$ cat src/rtl/pwm_pkg.sv
// Shared types and limits for the PWM capture path.
package pwm_pkg;

    typedef enum logic [1:0] {
        CAP_IDLE = 2'd0,
        CAP_HIGH = 2'd1,
        CAP_LOW  = 2'd2
    } pwm_cap_state_e;

    localparam int SYNC_STAGES_MIN = 2;
    localparam int SYNC_STAGES_MAX = 4;

endpackage

$ cat src/rtl/pwm_edge_sync.sv
// Multi-flop synchronizer for an asynchronous level, followed by one
// history flop that turns level changes into single-cycle rise/fall strobes.
module pwm_edge_sync
    import pwm_pkg::*;
#(
    parameter int SyncStages = 2
) (
    input  logic clk_i,
    input  logic rst_i,
    input  logic d_i,
    output logic level_o,
    output logic rise_o,
    output logic fall_o
);

    // Out-of-range stage counts are clamped into the supported window.
    localparam int STAGES = (SyncStages < SYNC_STAGES_MIN) ? SYNC_STAGES_MIN :
                            (SyncStages > SYNC_STAGES_MAX) ? SYNC_STAGES_MAX : SyncStages;

    logic [STAGES-1:0] sync_r;
    logic              prev_r;

    // Synchronizer chain and edge-history flop.
    always_ff @(posedge clk_i or posedge rst_i) begin
        if (rst_i) begin
            sync_r <= '0;
            prev_r <= 1'b0;
        end else begin
            sync_r <= {sync_r[STAGES-2:0], d_i};
            prev_r <= sync_r[STAGES-1];
        end
    end

    assign level_o = sync_r[STAGES-1];
    assign rise_o  = sync_r[STAGES-1] & ~prev_r;
    assign fall_o  = ~sync_r[STAGES-1] & prev_r;

endmodule

$ cat src/rtl/pwm_capture.sv
// Measures high time and rise-to-rise period of a PWM waveform in clock
// cycles and hands each complete measurement out over valid/ready.
module pwm_capture
    import pwm_pkg::*;
#(
    parameter int Resolution = 16,
    parameter int SyncStages = 2
) (
    input  logic                  clk_i,
    input  logic                  rst_i,
    input  logic                  enable_i,
    input  logic                  clear_i,
    input  logic                  pwm_i,
    output logic                  meas_valid_o,
    input  logic                  meas_ready_i,
    output logic [Resolution-1:0] high_count_o,
    output logic [Resolution-1:0] period_count_o,
    output logic                  timeout_o,
    output logic                  missed_o
);

    localparam logic [Resolution-1:0] CNT_ZERO = {Resolution{1'b0}};
    localparam logic [Resolution-1:0] CNT_ONE  = {{(Resolution-1){1'b0}}, 1'b1};
    localparam logic [Resolution-1:0] CNT_MAX  = {Resolution{1'b1}};

    pwm_cap_state_e        state_r;
    logic [Resolution-1:0] cnt_r;
    logic [Resolution-1:0] hi_r;
    logic                  valid_r;
    logic [Resolution-1:0] high_r;
    logic [Resolution-1:0] period_r;
    logic                  timeout_r;
    logic                  missed_r;

    logic level_s;
    logic rise_s;
    logic fall_s;
    logic sat_s;
    logic publish_s;
    logic load_s;
    logic drop_s;

    pwm_edge_sync #(
        .SyncStages (SyncStages)
    ) u_edge_sync (
        .clk_i   (clk_i),
        .rst_i   (rst_i),
        .d_i     (pwm_i),
        .level_o (level_s),
        .rise_o  (rise_s),
        .fall_o  (fall_s)
    );

    // Saturation outranks a coincident edge; a publish only lands when the output slot is free or being drained.
    always_comb begin
        sat_s     = 1'b0;
        publish_s = 1'b0;
        if (enable_i && (state_r != CAP_IDLE) && (cnt_r == CNT_MAX)) begin
            sat_s = 1'b1;
        end else begin
            sat_s = 1'b0;
        end
        if (enable_i && !sat_s && (state_r == CAP_LOW) && rise_s) begin
            publish_s = 1'b1;
        end else begin
            publish_s = 1'b0;
        end
        load_s = publish_s && (!valid_r || meas_ready_i);
        drop_s = publish_s && valid_r && !meas_ready_i;
    end

    // Capture state machine and cycle counter.
    always_ff @(posedge clk_i or posedge rst_i) begin
        if (rst_i) begin
            state_r <= CAP_IDLE;
            cnt_r   <= CNT_ZERO;
            hi_r    <= CNT_ZERO;
        end else if (!enable_i || sat_s) begin
            state_r <= CAP_IDLE;
            cnt_r   <= CNT_ZERO;
        end else begin
            case (state_r)
                CAP_IDLE: begin
                    if (rise_s) begin
                        cnt_r   <= CNT_ONE;
                        state_r <= CAP_HIGH;
                    end
                end
                CAP_HIGH: begin
                    cnt_r <= cnt_r + CNT_ONE;
                    if (fall_s) begin
                        hi_r    <= cnt_r;
                        state_r <= CAP_LOW;
                    end
                end
                CAP_LOW: begin
                    if (rise_s) begin
                        cnt_r   <= CNT_ONE;
                        state_r <= CAP_HIGH;
                    end else begin
                        cnt_r <= cnt_r + CNT_ONE;
                    end
                end
                default: begin
                    cnt_r   <= CNT_ZERO;
                    state_r <= CAP_IDLE;
                end
            endcase
        end
    end

    // Output holding register with valid/ready handshake.
    always_ff @(posedge clk_i or posedge rst_i) begin
        if (rst_i) begin
            valid_r  <= 1'b0;
            high_r   <= CNT_ZERO;
            period_r <= CNT_ZERO;
        end else if (!enable_i) begin
            valid_r <= 1'b0;
        end else if (load_s) begin
            valid_r  <= 1'b1;
            high_r   <= hi_r;
            period_r <= cnt_r;
        end else if (valid_r && meas_ready_i) begin
            valid_r <= 1'b0;
        end
    end

    // Sticky status flags; a new event beats a coincident clear.
    always_ff @(posedge clk_i or posedge rst_i) begin
        if (rst_i) begin
            timeout_r <= 1'b0;
            missed_r  <= 1'b0;
        end else begin
            if (sat_s) begin
                timeout_r <= 1'b1;
            end else if (clear_i) begin
                timeout_r <= 1'b0;
            end
            if (drop_s) begin
                missed_r <= 1'b1;
            end else if (clear_i) begin
                missed_r <= 1'b0;
            end
        end
    end

    assign meas_valid_o   = valid_r;
    assign high_count_o   = high_r;
    assign period_count_o = period_r;
    assign timeout_o      = timeout_r;
    assign missed_o       = missed_r;

endmodule
$ cat config.mk
export PLATFORM = sky130hd
export DESIGN_NAME = pwm_capture
export DESIGN_NICKNAME = d
export VERILOG_FILES = /design/src/rtl/pwm_pkg.sv /design/src/rtl/pwm_edge_sync.sv /design/src/rtl/pwm_capture.sv
export SDC_FILE = /design/constraint.sdc
export NUM_CORES = 1
export LEC_CHECK = 0
export ABC_AREA = 1
export BUFFER_PORTS_ARGS = -buffer_cell sky130_fd_sc_hd__buf_2
export CORE_MARGIN = 3
export CORE_UTILIZATION = 48
export DETAILED_ROUTE_END_ITERATION = 7
export PLACE_DENSITY_LB_ADDON = 0.12
export SLEW_MARGIN = 20
export SYNTH_ARGS = -nofsm -noshare
export SYNTH_HDL_FRONTEND = slang
export SYNTH_SLANG_ARGS = --single-unit
$ cat constraint.sdc
create_clock -name clk_i -period 3.9 [get_ports clk_i]
set_input_delay 0.39 -clock clk_i [delete_from_list [all_inputs] [get_ports clk_i]]
set_output_delay 0.39 -clock clk_i [all_outputs]
set_load 0.03 [all_outputs]
==> flow_metrics.tcl <==
set metrics [dict create \
    skew_ns 0.0112 \
    synth_seq_cells 72 \
    ys_warn_count 0 \
    vias 2697 \
    holdBufCountCts 0 \
    drive_above_1_share_pct 16.9 \
    detail-route-antenna-nets 0 \
    dp_cells 483 \
    sw_frac_of_total_pct 22.1 \
    p_seq_share_pct 49.2 \
    rsz0062_at_grt "false" \
    avgViaCountPerCell 5.42 \
    clk_pin_slew_ns 0.07 \
    timing.fmax_mhz 405 \
    critPathArrivalTime_ns 2.70 \
    dp_hpwl_um 5070 \
    postCtsSetupRepairBufs 0 \
    reg2reg_depth 9 \
    drc 0 \
    crit_end "period_count_o[1]" \
    critPathMaxFanout 32 \
    p_per_area_mw_per_mm2 415 \
    fin_crit_sh_pct 63.4 \
    reg2reg_slack_ns 1.43 \
    area_growth_pct 13.3 \
    critPathSlowestCell "nand3_2" \
    hold_viol 0 \
    crit_buf_inv 0 \
    crit_path_max_incr_delay_ns 0.61 \
    die_w_um 88.9 \
    r2r_start "cnt_r[0]" \
    instances_no_fill 498 \
    fin_total_pwr_w 0.00155 \
    fin_ws_ns 1.43 \
    tightest_slew_ns 0.826 \
    clock-sinks 72 \
    min_period_ns 2.47 \
    routed_wl_um 7600 \
    grt_remaining_overflow 0 \
    critPathCaptureType "flop" \
    crit_chain "ha_1, nand2_1, nor2_1, nand2_1, nor2_4, nor2_4, nand3_2, nand2_1, nand2_1" \
    max-cap-violations 0 \
    core.rowCount 29 \
    gp_congestion 0.873 \
    critical-path-top-delay-family "simple AND/OR/NAND/NOR gates" \
    ir_drop_uv 245 \
    synthTopCellsByArea "dfrtp_1 55%, nand2_1 16%, nand4_1 10%" \
    cp-startpoint "cnt_r[0]" \
    crit_type "reg2reg" \
    relSlewSlack_pct 44.9 \
    antenna_cells 0 \
    grt_pass1_wl_um 12800 \
    path_depth 9 \
    fin_nets 424 \
    synth_nets 389 \
    die_area_sq_mm 0.00791 \
    maxSlewViolCount 0 \
    grt_pass1_vias 2539 \
    syn_avg_cell_area_sq_um 8.64 \
    holdCritPathClass "in2reg" \
    h-tree-depth 3 \
    antenna_found_initial 0 \
    power.share.clock_pct 46.0 \
    clock_path_buffers 2 \
    io_pins 41 \
    netlist_area_sq_mm 0.00330 \
    synth_top_area_share_pct 54.6 \
    worstSetupStartpointType "flop" \
    p_switching_w 0.000344 \
    start_util_pct 50.8 \
    core_area_sq_mm 0.00649 \
    crit_path_frequent_cell "nand2_1" \
    place_ws_ns 1.43 \
    grt_use_total_pct 21.6 \
    port_buffers 40 \
    status "complete, no violations" \
    fin_tns_setup_ns 0 \
    ys_seq_area_share_pct 54.6 \
    leakagePower_nw 2.00 \
    cts_buffers 9 \
    die_h_um 88.9 \
    dr.pass1.iters 4 \
    cts_resized 0 \
    pwr-share-comb_pct 4.8 \
    yosys.area.top_type "dfrtp_1" \
    crit_required_ns 4.13 \
    post_drt_wl_per_cell_um 15.3 \
    cts_tree "yes" \
    drt_iter0_drc 202 \
    setup_viol_count_final 0 \
    r2r_end "period_count_o[1]" \
    internal_power_w 0.00121 \
    insertion_delay_ns 0.35 \
    grt_max_degree 43 \
    synth_cells 382 \
    synth_cell_type_count 23 \
    cts-root-buf "clkbuf_8" \
]
==> worst register-to-register path: stages (launching register included) <==
cell,delay (ns)
dfrtp_1,0.50
ha_1,0.28
nand2_1,0.07
nor2_1,0.06
nand2_1,0.16
nor2_4,0.06
nor2_4,0.30
nand3_2,0.61
nand2_1,0.24
nand2_1,0.07
==> layout by cell type, fill, tap and decap left out <==
cell type / count
bufinv_16: 3
clkinv_2: 1
nand3_2: 3
o22ai_1: 1
inv_1: 20
xor2_1: 8
inv_2: 2
o21bai_1: 1
nand2_1: 139
ha_1: 1
inv_6: 1
nor2_1: 29
o211ai_1: 1
nand4_1: 54
nand3_1: 11
buf_2: 40
buf_4: 6
nand3b_1: 1
a21oi_1: 3
nor2_2: 2
clkbuf_8: 10
o211ai_2: 1
nor2_4: 2
o21ai_0: 9
dfrtp_1: 72
==> layer usage <==
metal / up-vias / track usage [%] / share of wire [%]
met4: 0 / 5.91 / 1.3
li1: 1334 / - / -
met3: 9 / 6.45 / 5.8
met5: - / 0 / 0
met2: 68 / 32.9 / 48
met1: 1286 / 30.1 / 45
==> synthesized netlist by cell type <==
cell type and instances:
nor2_1 30, o22ai_1 1, o21bai_1 1, buf_4 4
o21ai_0 9, xor2_1 8, ha_1 1, inv_2 1
nand2_1 139, nand3_1 11, nand4_1 54, o211ai_1 1
nand3_2 3, nor2_2 1, a21oi_1 3, buf_6 6
o211ai_2 1, nand3b_1 1, buf_2 3, inv_1 21
nor2_4 2, dfrtp_1 72, clkbuf_1 9
==> power groups by stage <==
stage	registers, W	logic, W	clock network, W
after CTS	0.000764	0.0000754	0.000727
final	0.000764	0.0000740	0.000715
after global routing	0.000765	0.0000844	0.000767
after detailed placement	0.000779	0.0000752	0
after global placement	0.000778	0.0000743	0
after floorplan	0.000777	0.0000580	0
==> state kept, by name (all words and copies together) (netlist names), 2 cells and up <==
| register | count |
|---|---|
| cnt_r | 16 |
| hi_r | 16 |
| high_count_o | 16 |
| period_count_o | 16 |
| state_r | 2 |
| u_edge_sync.sync_r | 2 |
==> stage by stage <==
stage	cell area (sq um)	util, %	hold slack (ns)
after floorplan	3300	-	0.331
after global placement	3500	53.9	0.334
after detailed placement	3500	53.9	0.343
after CTS	3740	57.6	0.134
after global routing	3740	57.6	0.127
final	3740	57.6	0.142
==> layout make-up <==
cell class	instances	area (sq um)
clock buffer	10	138
clock inverter	5	104
fill	614	2760
inverter	22	82.6
multi-input combinational	266	1270
sequential	72	1800
tap	77	96.3
timing repair buffer	46	245
==> how the worst min path moves through the flow <==
| stage | from | to | slack [ns] | cells after the start |
|---|---|---|---|---|
| 6_report | pwm_i | u_edge_sync.sync_r[0] | 0.14 | 1 |
| 5_1_grt | pwm_i | u_edge_sync.sync_r[0] | 0.13 | 1 |
| 4_1_cts | pwm_i | u_edge_sync.sync_r[0] | 0.13 | 1 |
| 3_5_place_dp | u_edge_sync.sync_r[0] | u_edge_sync.sync_r[1] | 0.34 | 0 |
| 3_3_place_gp | u_edge_sync.sync_r[0] | u_edge_sync.sync_r[1] | 0.33 | 0 |
| 2_1_floorplan | u_edge_sync.sync_r[0] | u_edge_sync.sync_r[1] | 0.33 | 0 |
==> cell families (layout without fill, tap and decap cells) <==
family                   count (synthesis)  after routing  share of synthesized area (%)
AND/OR/NAND/NOR                        241            241                           33.1
flip-flops                              72             72                           54.6
AO/OA/AOI/OAI                           16             16                           2.84
buffers and inverters                   44             83                           6.94
XOR/XNOR                                 8              8                           2.12
adder cells (fa/ha/maj)                  1              1                          0.379
Note: power is estimated with default switching activity, not from simulation.
